==> config.mk <==
export PLATFORM = sky130hd
export DESIGN_NAME = pwm_duty_ramp_ctrl
export DESIGN_NICKNAME = d
export VERILOG_FILES = /design/src/rtl/pwm_ramp_pkg.sv /design/src/rtl/ramp_tick_gen.sv /design/src/rtl/pwm_duty_ramp_ctrl.sv
export SDC_FILE = /design/constraint.sdc
export NUM_CORES = 1
export LEC_CHECK = 0
export CORE_MARGIN = 2
export CORE_UTILIZATION = 34
export DETAILED_ROUTE_END_ITERATION = 8
export GPL_TIMING_DRIVEN = 0
export PLACE_DENSITY = 0.57
export SYNTH_ARGS = -nofsm -noshare
export SYNTH_HDL_FRONTEND = slang
export SYNTH_SLANG_ARGS = --single-unit
==> constraint.sdc <==
create_clock -name clk -period 4.2 [get_ports clk]
set_input_delay 0.84 -clock clk [delete_from_list [all_inputs] [get_ports clk]]
set_output_delay 0.84 -clock clk [all_outputs]
set_load 0.005 [all_outputs]
==> src/rtl/pwm_ramp_pkg.sv <==
// Shared types and default widths for the PWM duty ramp controller.
// Used by pwm_duty_ramp_ctrl and ramp_tick_gen; retargeting is enabled with PWM_RAMP_RETARGET_EN.
package pwm_ramp_pkg;

   localparam int DUTY_W_DEF = 8;
   localparam int DIV_W_DEF  = 8;

   typedef enum logic [1:0] {
      IDLE      = 2'd0,
      RAMP_UP   = 2'd1,
      RAMP_DOWN = 2'd2
   } ramp_state_e;

   // A step of zero would stall a ramp forever, so it is promoted to one.
   function automatic logic [3:0] eff_step(input logic [3:0] s);
      return (s == 4'd0) ? 4'd1 : s;
   endfunction

endpackage

==> src/rtl/ramp_tick_gen.sv <==
// Step prescaler: reloads on load or after reaching zero, and ticks while the count is zero.
// Ticks are spaced load_val+1 cycles apart after each load.
module ramp_tick_gen
   import pwm_ramp_pkg::*;
#(
   parameter int DIV_W = DIV_W_DEF
) (
   input  logic             clk,
   input  logic             rst_n,
   input  logic             load,
   input  logic [DIV_W-1:0] load_val,
   output logic             tick
);

   logic [DIV_W-1:0] cnt;

   always_ff @(posedge clk) begin
      if (!rst_n) begin
         cnt <= '0;
      end else if (load || (cnt == '0)) begin
         cnt <= load_val;
      end else begin
         cnt <= cnt - 1'b1;
      end
   end

   assign tick = (cnt == '0);

endmodule

==> src/rtl/pwm_duty_ramp_ctrl.sv <==
// Ramps duty_out toward an accepted target in step_size increments every rate_div+1 cycles.
// Optional macro PWM_RAMP_RETARGET_EN lets a new target be accepted mid-ramp.
module pwm_duty_ramp_ctrl
   import pwm_ramp_pkg::*;
#(
   parameter int DUTY_W = DUTY_W_DEF,
   parameter int DIV_W  = DIV_W_DEF
) (
   input  logic              clk,
   input  logic              rst_n,
   input  logic              tgt_valid,
   input  logic [DUTY_W-1:0] tgt_duty,
   output logic              tgt_ready,
   input  logic [DIV_W-1:0]  rate_div,
   input  logic [3:0]        step_size,
   output logic [DUTY_W-1:0] duty_out,
   output logic              busy,
   output logic              done,
   output ramp_state_e       state_dbg
);

   // Handshake: a target transfers on a rising clk edge where tgt_valid && tgt_ready;
   // tgt_ready never depends on tgt_valid and is forced low while rst_n is low.

   ramp_state_e       state;
   logic [DUTY_W-1:0] tgt_q;
   logic [DIV_W-1:0]  rate_q;
   logic [3:0]        step_q;
   logic              ready_state;
   logic              accept;
   logic              tick;
   logic [DIV_W-1:0]  tick_load_val;
   logic [DUTY_W:0]   step_ext;
   logic [DUTY_W:0]   sum_up;
   logic [DUTY_W:0]   dn_lim;
   logic              up_hit;
   logic              dn_hit;
   logic [DUTY_W-1:0] dn_val;

`ifdef PWM_RAMP_RETARGET_EN
   assign ready_state = 1'b1;
`else
   assign ready_state = (state == IDLE);
`endif

   assign tgt_ready = rst_n && ready_state;
   assign accept    = tgt_valid && tgt_ready;
   assign state_dbg = state;

   // The prescaler must start from the incoming divider on the acceptance edge itself.
   assign tick_load_val = accept ? rate_div : rate_q;

   ramp_tick_gen #(
      .DIV_W(DIV_W)
   ) u_tick (
      .clk     (clk),
      .rst_n   (rst_n),
      .load    (accept),
      .load_val(tick_load_val),
      .tick    (tick)
   );

   // Both directions are evaluated one bit wider so neither can wrap past the target.
   assign step_ext = {{(DUTY_W-3){1'b0}}, step_q};
   assign sum_up   = {1'b0, duty_out} + step_ext;
   assign dn_lim   = {1'b0, tgt_q} + step_ext;
   assign up_hit   = (sum_up >= {1'b0, tgt_q});
   assign dn_hit   = ({1'b0, duty_out} <= dn_lim);
   assign dn_val   = duty_out - step_ext[DUTY_W-1:0];

   always_ff @(posedge clk) begin
      if (!rst_n) begin
         state    <= IDLE;
         duty_out <= '0;
         tgt_q    <= '0;
         rate_q   <= '0;
         step_q   <= 4'd1;
         busy     <= 1'b0;
         done     <= 1'b0;
      end else begin
         done <= 1'b0;
         if (accept) begin
            // Acceptance wins over a same-cycle tick: duty_out holds and the ramp restarts.
            tgt_q  <= tgt_duty;
            rate_q <= rate_div;
            step_q <= eff_step(step_size);
            if (tgt_duty > duty_out) begin
               state <= RAMP_UP;
               busy  <= 1'b1;
            end else if (tgt_duty < duty_out) begin
               state <= RAMP_DOWN;
               busy  <= 1'b1;
            end else begin
               state <= IDLE;
               busy  <= 1'b0;
               done  <= 1'b1;
            end
         end else if (tick) begin
            case (state)
               RAMP_UP: begin
                  if (up_hit) begin
                     duty_out <= tgt_q;
                     state    <= IDLE;
                     busy     <= 1'b0;
                     done     <= 1'b1;
                  end else begin
                     duty_out <= sum_up[DUTY_W-1:0];
                  end
               end
               RAMP_DOWN: begin
                  if (dn_hit) begin
                     duty_out <= tgt_q;
                     state    <= IDLE;
                     busy     <= 1'b0;
                     done     <= 1'b1;
                  end else begin
                     duty_out <= dn_val;
                  end
               end
               default: begin
               end
            endcase
         end
      end
   end

endmodule
Yosys cells after proc, flatten, opt, wreduce, memory -nomap -nowiden
Cells that the tools add are included.
{"block": "op_classes", "n_addsub": 4, "multipliers": 0, "n_div": 0, "magnitude_cmp": 4, "eq_ne": 4, "shift": 0, "muxes": 27, "n_bitwise": 1, "reduce_logical": 11}
{"cell": "$mux W8", "count": 4}
{"cell": "$add A8 B4 Y9", "count": 2}
{"cell": "$pmux W8 S2", "count": 1}
{"cell": "$mux W1", "count": 12}
{"cell": "$mux W2", "count": 6}
{"cell": "$ge A9 B8 Y1", "count": 1}
{"cell": "$le A8 B9 Y1", "count": 1}
{"cell": "$gt A8 B8 Y1", "count": 1}
{"cell": "$logic_not A8 Y1", "count": 1}
{"cell": "$lt A8 B8 Y1", "count": 1}
{"cell": "$sub A8 B1 Y8 const B", "count": 1}
{"cell": "$sub A8 B4 Y8", "count": 1}
{"cell": "$ne A3 B2 Y1 const B", "count": 2}
{"cell": "$logic_not A4 Y1", "count": 1}
{"cell": "$mux W4", "count": 1}
{"cell": "$pmux W1 S2", "count": 2}
{"cell": "$pmux W2 S2", "count": 1}
{"cell": "$reduce_and A4 Y1", "count": 1}
{"cell": "$reduce_bool A2 Y1", "count": 2}
{"cell": "$reduce_and A3 Y1", "count": 1}
{"cell": "$reduce_bool A3 Y1", "count": 1}
{"cell": "$eq A2 B1 Y1 const B", "count": 1}
{"cell": "$eq A2 B2 Y1 const B", "count": 1}
{"cell": "$logic_and A1 B1 Y1", "count": 2}
{"cell": "other kinds (3)", "count": 3}
{"block": "totals", "register_bits": 40, "latch_bits": 0, "ram_bits": 0, "romBits": 0, "inputBits": 23, "output_inout_bits": 13, "wordCells": 59, "mem_count": 0}

Depth between registers and ports, before layout
Gate-level depths: netlist of run 1.
{"block": "depth", "word_depth": 6, "depth_mapped": 15, "mapped_depth_nobuf": 13}

By module
A second synthesis of run 1 with hierarchy kept.
{"block": "hier_totals", "cells_unflattened": 378, "hier_area_um2": 3116.7}
{"mod": "pwm_duty_ramp_ctrl", "n_inst": 1, "cells_each": 331, "area_each_um2": 2657.5}
{"mod": "ramp_tick_gen", "n_inst": 1, "cells_each": 47, "area_each_um2": 459.2}

Worst setup path before layout of run 1
Ideal clock, no wire load.
{"block": "synth_path", "path_kind": "register -> register", "startpoint": "register step_q[2]", "endpoint": "register duty_out[5]", "t_arrival_ps": 3183, "required_time_ps": 4081, "path_slack_ps": 899, "stages_incl_launch_ff": 16, "n_path_buf": 2, "cell_sequence": "dfxtp_1 -> inv_1 -> ha_1 -> buf_6 -> or3b_1 -> a31oi_1 -> o21ai_0 -> xnor2_1 -> ha_1 -> a211o_1 -> a21oi_1 -> o21ai_1 -> a2111oi_4 -> buf_6 -> nor3_1 -> o221a_2"}
{"block": "synth_via", "elab_chain_cells": 4, "word_cells_on_any_way": 8, "cone_classes": "add/sub: 3; order compare: 2; mux: 3"}
{"element": "from (decl)", "line_no": "pwm_duty_ramp_ctrl.sv:28", "text": "logic [3:0] step_q;"}
{"element": "from (signal assigned)", "line_no": "pwm_duty_ramp_ctrl.sv:86", "text": "step_q <= eff_step(step_size);"}
{"element": "$add A8 B4 Y9, on equally long branches", "line_no": "pwm_duty_ramp_ctrl.sv:66, pwm_duty_ramp_ctrl.sv:65"}
{"element": "$le A8 B9 Y1 / $ge A9 B8 Y1 (equally long branches)", "line_no": "pwm_duty_ramp_ctrl.sv:68, pwm_duty_ramp_ctrl.sv:67"}
{"element": "$mux W8, on equally long branches", "line_no": "pwm_duty_ramp_ctrl.sv:111, pwm_duty_ramp_ctrl.sv:101"}
{"element": "$pmux W8 S2 *", "line_no": "pwm_duty_ramp_ctrl.sv:99", "text": "case (state)"}
{"element": "to (signal assigned)", "line_no": "pwm_duty_ramp_ctrl.sv:102", "text": "duty_out <= tgt_q;"}
{"element": "to (signal assigned)", "line_no": "pwm_duty_ramp_ctrl.sv:112", "text": "duty_out <= tgt_q;"}
{"element": "to (signal assigned)", "line_no": "pwm_duty_ramp_ctrl.sv:117", "text": "duty_out <= dn_val;"}
{"element": "to (decl)", "line_no": "pwm_duty_ramp_ctrl.sv:16", "text": "output logic [DUTY_W-1:0] duty_out,"}
Mark *: on every way between the ends. The rest lies on a longest branch, timed or not.
A chain may end at the register's enable or synchronous reset.

Worst setup path in the final report of run 1
{"block": "layout_path", "startpoint": "register step_q[1]", "endpoint": "register duty_out[6]"}
Same word-level chain as after synthesis.

==> load_flow_metrics.sql, run 1 <==
INSERT INTO impl_metrics (metric_group, metric, value, unit) VALUES
('logic_synthesis', 'synth_fa_ha_area_share', '18.6', '%'),
('cts', 'clk_pin_slew', '0.09', 'ns'),
('cts', 'post_cts_resized', '0', ''),
('finish', 'area_growth_syn_to_layout', '19.1', '%'),
('power', 'p_leak', '1.45', 'nW'),
('logic_synthesis', 'combinational_family_with_the_most_area_after_synthesis', 'compound AO/OA/AOI/OAI gates', ''),
('power', 'p_clk_share', '20.2', '%'),
('run_status', 'run_status', 'finished, final reports clean', ''),
('place', 'post-dp-hpwl', '6600', 'um'),
('finish', 'count_of_antenna_diodes_in_the_layout', '0', ''),
('place', 'numPortBuffers', '34', ''),
('floorplanning', 'floorplan.io_pins', '36', ''),
('worst_setup_path', 'critPathMaxStageDelay', '0.57', 'ns'),
('finish', 'layout_common_cells', 'sky130_fd_sc_hd__nand2_1 (50), sky130_fd_sc_hd__ha_1 (41), sky130_fd_sc_hd__dfxtp_1 (40)', ''),
('routing', 'dr_pass1_iterations', '4', ''),
('logic_synthesis', 'synth_fp_nets', '437', ''),
('routing', 'avgRoutedWirePerCell', '16.3', 'um'),
('cts', 'clock_tree.root_cell', 'sky130_fd_sc_hd__clkbuf_8', ''),
('sta', 'fin_crit_sh', '90.1', '%'),
('worst_setup_path', 'cp_cell_instances', 'inv_1, ha_1, or3b_1, a31oi_1, o21ai_0, xnor2_1, ha_1, a211o_1, a21oi_1, o21ai_1, a211oi_1, mux2_2, a21oi_1', ''),
('worst_setup_path', 'critPathCaptureType', 'register', ''),
('sta', 'final-hold-violation-count', '0', ''),
('cts', 'htree_depth', '2', ''),
('global_routing', 'globalRouteOverflowTotal', '0', ''),
('sta', 'achievable-frequency', '264', 'MHz'),
('worst_setup_path', 'worstPathRequired', '4.43', 'ns'),
('worst_setup_path', 'setup.worst_path.class', 'register to register', ''),
('routing', 'detailroute.via_count', '2758', ''),
('logic_synthesis', 'synth_warnings', '0', ''),
('global_routing', 'first_global_vias', '2767', ''),
('logic_synthesis', 'post_synth_inst_count', '370', ''),
('place', 'gpl.final_weighted_congestion', '0.898', ''),
('floorplanning', 'number_of_placement_rows', '34', ''),
('routing', 'final_antenna_net_count', '0', ''),
('routing', 'drt_wl_total', '8490', 'um'),
('cts', 'cts_hold_buffers', '0', ''),
('worst_setup_path', 'worstPathMaxFanout', '7', ''),
('worst_setup_path', 'worst-endpoint-arrival', '4.01', 'ns'),
('cts', 'tritoncts', 'done', ''),
('logic_synthesis', 'post_synth.cell_area_avg', '8.34', 'um2'),
('logic_synthesis', 'yosys_most_used_dff', 'sky130_fd_sc_hd__dfxtp_1', ''),
('sta', 'worstMarginPinSlew', '0.625', 'ns'),
('global_routing', 'grt_use_total', '18.0', '%'),
('sta', 'rsz0062_at_grt', 'false', ''),
('routing', 'drt_first_iter_violations', '130', ''),
('cts', 'worstSkewPairLatency', '0.30', 'ns'),
('global_routing', 'antenna_found_initial', '0', ''),
('cts', 'clock_sink_count', '40', ''),
('finish', 'layout.filler_cells', '913', ''),
('floorplanning', 'fp.dieArea', '9850', 'um2'),
('power', 'p_total', '1.67', 'mW'),
('sta', 'timing_max_transition_violations_final', '0', ''),
('floorplanning', 'floorplan.die.width', '99.3', 'um'),
('logic_synthesis', 'asyncSetResetFlopFracSynth', '0', '%'),
('sta', 'final.setup.tns', '0', 'ns'),
('routing', 'drcViolationCount', '0', ''),
('sta', 'setup_viol_count_final', '0', ''),
('logic_synthesis', 'synth.yosys.seq_area_share', '26.0', '%'),
('logic_synthesis', 'synth-edff-count', '0', ''),
('min_path', 'holdCritPathClass', 'register to register', ''),
('power', 'vdd.ir_drop.worst', '0.210', 'mV'),
('logic_synthesis', 'synth-xor-area-share', '6.53', '%'),
('sta', 'timing.hold.ws', '0.464', 'ns'),
('cts', 'cts_buffer_depth', '2', ''),
('worst_setup_path', 'worst_path_max_delay_cell', 'sky130_fd_sc_hd__dfxtp_1', ''),
('floorplanning', 'start_util', '35.2', '%'),
('cts', 'cts_post_setup_buffers_inserted', '0', ''),
('routing', 'detail_route.wirelength.met1', '4200', 'um'),
('routing', 'wl_met3', '490', 'um'),
('sta', 'fin_worst_skew', '0.00751', 'ns'),
('routing', 'post_dr_vias_cell', '5.30', '');
layer usage:
metal / GRT usage (%) / up-vias
li1: - / 1393
met1: 26.0 / 1293
met2: 28.2 / 68
met3: 2.53 / 4
met4: 4.53 / 0
met5: 0 / -
worst max-delay path: cells and delay by family (launching register included):
family                     cells  cell delay (ns)
buffers and inverters          1             0.08
xor gates and xnor gates       1             0.18
adders and majority gates      2             0.52
muxes                          1             0.40
DFF                            1             0.57
and+or+nand+nor                1             0.38
AOI/OAI and AO/OA              7             1.59
metrics by stage:
stage          std cells  setup WS (ns)  cell area (um2)  utilization (%)
2_1_floorplan        370          0.899             3090                -
3_5_place_dp         512          0.424             3560             40.6
4_1_cts              520          0.405             3680             41.9
6_report             520          0.414             3680             41.9
5_1_grt              520         0.0716             3680             41.9
3_3_place_gp         512          0.455             3560             40.6
power groups by stage:
stage               logic, mW  registers, mW  clock network, mW
finish                  0.807          0.523              0.337
global route            0.903          0.536              0.361
CTS                     0.807          0.523              0.345
detailed placement      0.800          0.532                  0
global placement        0.787          0.531                  0
floorplan               0.596          0.509                  0
kinds of logic after synthesis:
family / after synthesis
and+or+nand+nor: 113
AOI/OAI and AO/OA: 103
adders and majority gates: 44
xor gates and xnor gates: 23
muxes: 3
DFF: 40
buffers and inverters: 44
area by class of cell:
cell class	instances	share of cell area, %
Inverter	28	2.86
Sequential cell	40	21.8
Multi-Input combinational cell	286	56.9
Buffer	16	2.35
Clock buffer	5	1.87
Clock inverter	3	1.26
Timing Repair Buffer	34	9.26
Tap cell	108	3.68
cells in the mapped netlist (3+ instances only):
master / count / share of area [%]
sky130_fd_sc_hd__nand2_1: 50 / 6.1
sky130_fd_sc_hd__nand4_1: 3 / 0.61
sky130_fd_sc_hd__nand2b_1: 3 / 0.61
sky130_fd_sc_hd__o211ai_1: 3 / 0.73
sky130_fd_sc_hd__clkbuf_1: 9 / 1.1
sky130_fd_sc_hd__xnor2_1: 19 / 5.4
sky130_fd_sc_hd__buf_2: 3 / 0.49
sky130_fd_sc_hd__nor2_1: 13 / 1.6
sky130_fd_sc_hd__fa_1: 3 / 1.9
sky130_fd_sc_hd__a31oi_1: 5 / 1.0
sky130_fd_sc_hd__nor3b_1: 3 / 0.73
sky130_fd_sc_hd__dfxtp_1: 40 / 26
sky130_fd_sc_hd__buf_6: 3 / 1.1
sky130_fd_sc_hd__a21o_1: 6 / 1.5
sky130_fd_sc_hd__nand3_1: 9 / 1.5
sky130_fd_sc_hd__inv_1: 28 / 3.4
sky130_fd_sc_hd__o21ai_0: 25 / 4.1
sky130_fd_sc_hd__nor3_1: 11 / 1.8
sky130_fd_sc_hd__nor2b_1: 4 / 0.81
sky130_fd_sc_hd__a21oi_1: 25 / 4.1
sky130_fd_sc_hd__ha_1: 41 / 17
sky130_fd_sc_hd__a21boi_0: 8 / 1.9
sky130_fd_sc_hd__a211oi_1: 3 / 0.73
sky130_fd_sc_hd__xor2_1: 4 / 1.1
state kept, by name (all words and copies together) (netlist names):
name / cells
duty_out: 8
rate_q: 8
tgt_q: 8
u_tick.cnt: 8
step_q: 4
state_dbg: 2
busy: 1
done: 1
final timing paths:
check                                             from                  endpoint  slack (ns)  cells past startpoint
worst min-delay path             tgt_q[7]$_SDFFE_PN0P_     tgt_q[7]$_SDFFE_PN0P_        0.46                      2
worst max-delay path            step_q[1]$_SDFFE_PN0P_  duty_out[6]$_SDFFE_PN0P_        0.41                     13
worst min register to register   tgt_q[7]$_SDFFE_PN0P_     tgt_q[7]$_SDFFE_PN0P_        0.46                      2
worst max register to register  step_q[1]$_SDFFE_PN0P_  duty_out[6]$_SDFFE_PN0P_        0.41                     13
Power figures use the tool's default switching activity.
==> run 2: changes to the inputs <==
PLACE_DENSITY = 0.52   (was 0.57)
==> run 2 against run 1 <==
- core utilization shrank 0.33 points
- sequential share of layout area grew 0.17 points
- first-iteration DRC count is 18% higher
- global-route usage rose by 0.31 points
- register-to-register slack lost 0.06 ns
- setup slack got worse by 0.057 ns
- critical endpoint is now duty_out[4]$_SDFFE_PN0P_
- largest power group unchanged
==> load_flow_metrics.sql, run 2 (same netlist as run 1, synthesis figures left out) <==
INSERT INTO impl_metrics (metric_group, metric, value, unit) VALUES
('worst_setup_path', 'worstPathMaxFanout', '10', ''),
('finish', 'layout_commonest_cell', 'sky130_fd_sc_hd__nand2_1', ''),
('global_routing', 'grt_use_total', '18.3', '%'),
('worst_setup_path', 'critPathCaptureType', 'register', ''),
('place', 'place.detailed.instances', '512', ''),
('place', 'post-dp-hpwl', '6740', 'um'),
('place', 'placed_instance_area', '3560', 'um2'),
('power', 'vdd.ir_drop.worst', '0.175', 'mV'),
('place', 'numPortBuffers', '34', ''),
('finish', 'count_of_antenna_diodes_in_the_layout', '0', ''),
('floorplanning', 'fp.dieArea', '9850', 'um2'),
('floorplanning', 'vert_die_dim', '99.3', 'um'),
('worst_setup_path', 'worst_path_max_delay_cell', 'sky130_fd_sc_hd__dfxtp_1', ''),
('flow_run', 'drv.max_cap_violation_count', '0', ''),
('cts', 'tritoncts', 'done', ''),
('finish', 'drive_gt1_share', '6.81', '%'),
('worst_setup_path', 'startpoint_type_of_the_worst_setup_path', 'register', ''),
('worst_setup_path', 'cpLargestDelayFamily', 'compound AO/OA/AOI/OAI gates', ''),
('global_routing', 'grt_max_degree', '13', ''),
('floorplanning', 'floorplan.io_pins', '36', ''),
('cts', 'clk_pin_slew', '0.09', 'ns'),
('routing', 'drt_first_iter_violations', '154', ''),
('min_path', 'holdPathStages', '2', ''),
('routing', 'post_dr_vias_cell', '5.29', ''),
('cts', 'cts_post_setup_buffers_inserted', '0', ''),
('cts', 'post_cts_resized', '0', ''),
('sta', 'achievable-frequency', '260', 'MHz'),
('global_routing', 'first_global_vias', '2810', ''),
('floorplanning', 'start_util', '35.2', '%'),
('routing', 'avgRoutedWirePerCell', '16.1', 'um'),
('worst_setup_path', 'timing.critical_path.depth', '14', ''),
('power', 'p_total', '1.59', 'mW'),
('sta', 'setup_viol_count_final', '0', ''),
('cts', 'clock_tree.root_cell', 'sky130_fd_sc_hd__clkbuf_8', ''),
('sta', 'fin_worst_skew', '0.0120', 'ns'),
('min_path', 'holdCritPathClass', 'register to register', ''),
('routing', 'drt_wl_total', '8380', 'um'),
('routing', 'detailroute.via_count', '2748', ''),
('sta', 'final-hold-violation-count', '0', ''),
('sta', 'relative_slew_margins', '57.5', '%'),
('run_status', 'run_status', 'finished, final reports clean', ''),
('worst_setup_path', 'worst_r2r_path_depth', '14', ''),
('cts', 'clock_sink_count', '40', ''),
('sta', 'worstMarginPinSlew', '0.638', 'ns'),
('global_routing', 'antenna_found_initial', '0', ''),
('worst_setup_path', 'setup.worst_path.class', 'register to register', ''),
('global_routing', 'globalRouteOverflowTotal', '0', ''),
('worst_setup_path', 'worstPathRequired', '4.38', 'ns'),
('power', 'p_leak', '1.44', 'nW'),
('worst_setup_path', 'path_buf_inv', '2', ''),
('routing', 'drcViolationCount', '0', ''),
('finish', 'layout.cells.non_filler', '519', ''),
('power', 'pwr_density_cell', '435', 'nW/um2'),
('worst_setup_path', 'cp_cell_instances', 'ha_1, buf_6, or3b_1, a31oi_1, o21ai_0, xnor2_1, ha_1, a211o_1, a21oi_1, o21ai_1, a2111oi_4, buf_6, mux2i_1, a21boi_1', ''),
('floorplanning', 'core_area', '8760', 'um2'),
('sta', 'timing_max_transition_violations_final', '0', ''),
('place', 'gpl.final_weighted_congestion', '0.800', ''),
('finish', 'final_net_count', '478', ''),
('sta', 'rsz0062_at_grt', 'false', ''),
('sta', 'final.setup.tns', '0', 'ns'),
('floorplanning', 'number_of_placement_rows', '34', ''),
('worst_setup_path', 'critPathMaxStageDelay', '0.50', 'ns'),
('cts', 'cts_buffer_depth', '2', ''),
('cts', 'numCtsBuffers', '5', ''),
('finish', 'postLayoutCoreUtil', '41.6', '%'),
('sta', 'fin_crit_sh', '91.5', '%'),
('cts', 'cts_hold_buffers', '0', ''),
('finish', 'area_growth_syn_to_layout', '18.2', '%'),
('cts', 'worstSkewPairLatency', '0.30', 'ns'),
('worst_setup_path', 'worst-endpoint-arrival', '4.02', 'ns'),
('sta', 'finalCriticalPeriod', '3.84', 'ns'),
('routing', 'dr_pass1_iterations', '4', ''),
('finish', 'layout_common_cells', 'sky130_fd_sc_hd__nand2_1 (50), sky130_fd_sc_hd__ha_1 (41), sky130_fd_sc_hd__dfxtp_1 (40)', ''),
('finish', 'layout.filler_cells', '924', ''),
('global_routing', 'grt_pass1_wl', '14100', 'um'),
('finish', 'final_design_area_no_fill', '3650', 'um2'),
('routing', 'final_antenna_net_count', '0', ''),
('floorplanning', 'floorplan.die.width', '99.3', 'um'),
('cts', 'htree_depth', '2', '');
## run 2: per-stage QoR
stage                     setup WS (ns)  hold WS (ns)
after floorplan                   0.899         0.436
after global placement            0.351         0.454
after detailed placement          0.368         0.469
after CTS                         0.335         0.480
after global routing              0.100         0.534
final                             0.356         0.472
## run 2: routing by layer
| metal | global-route usage [%] | routed length, um | vias to the layer above |
|---|---|---|---|
| met5 | 0 | 0 | - |
| met4 | 5.37 | 156 | 0 |
| met3 | 2.18 | 372 | 10 |
| met2 | 28.7 | 3580 | 60 |
| met1 | 26.4 | 4270 | 1283 |
| li1 | - | - | 1395 |
## run 2: layout make-up
type / count / area [um2] / share of cell area [%]
multi-input cells: 286 / 2100 / 57.5
flip-flops and latches: 40 / 801 / 22.0
repair buffers: 34 / 340 / 9.33
well taps: 108 / 135 / 3.70
inverters: 28 / 105 / 2.88
plain buffers: 16 / 86.3 / 2.37
clock buffers: 5 / 68.8 / 1.89
clock inverters: 2 / 12.5 / 0.343
## run 2: worst min-delay path, stage by stage (launching register included)
cell,delay [ns]
sky130_fd_sc_hd__dfxtp_1,0.33
sky130_fd_sc_hd__nand2_1,0.05
sky130_fd_sc_hd__o21ai_0,0.05
## run 2: path summary, 6_finish.rpt
| kind | from | to | slack (ns) |
|---|---|---|---|
| min | tgt_q[7]$_SDFFE_PN0P_ | tgt_q[7]$_SDFFE_PN0P_ | 0.47 |
| max reg2reg | duty_out[2]$_SDFFE_PN0P_ | duty_out[4]$_SDFFE_PN0P_ | 0.36 |
| max | duty_out[2]$_SDFFE_PN0P_ | duty_out[4]$_SDFFE_PN0P_ | 0.36 |
| min reg2reg | tgt_q[7]$_SDFFE_PN0P_ | tgt_q[7]$_SDFFE_PN0P_ | 0.47 |
## run 2: where the power goes
| part | leakage [nW] | total, mW | switching (mW) | internal [mW] |
|---|---|---|---|---|
| combinational | 1.07 | 0.804 | 0.427 | 0.377 |
| clock | 0.0400 | 0.257 | 0.144 | 0.113 |
| sequential | 0.328 | 0.525 | 0.0788 | 0.446 |
| total | 1.44 | 1.59 | 0.650 | 0.935 |
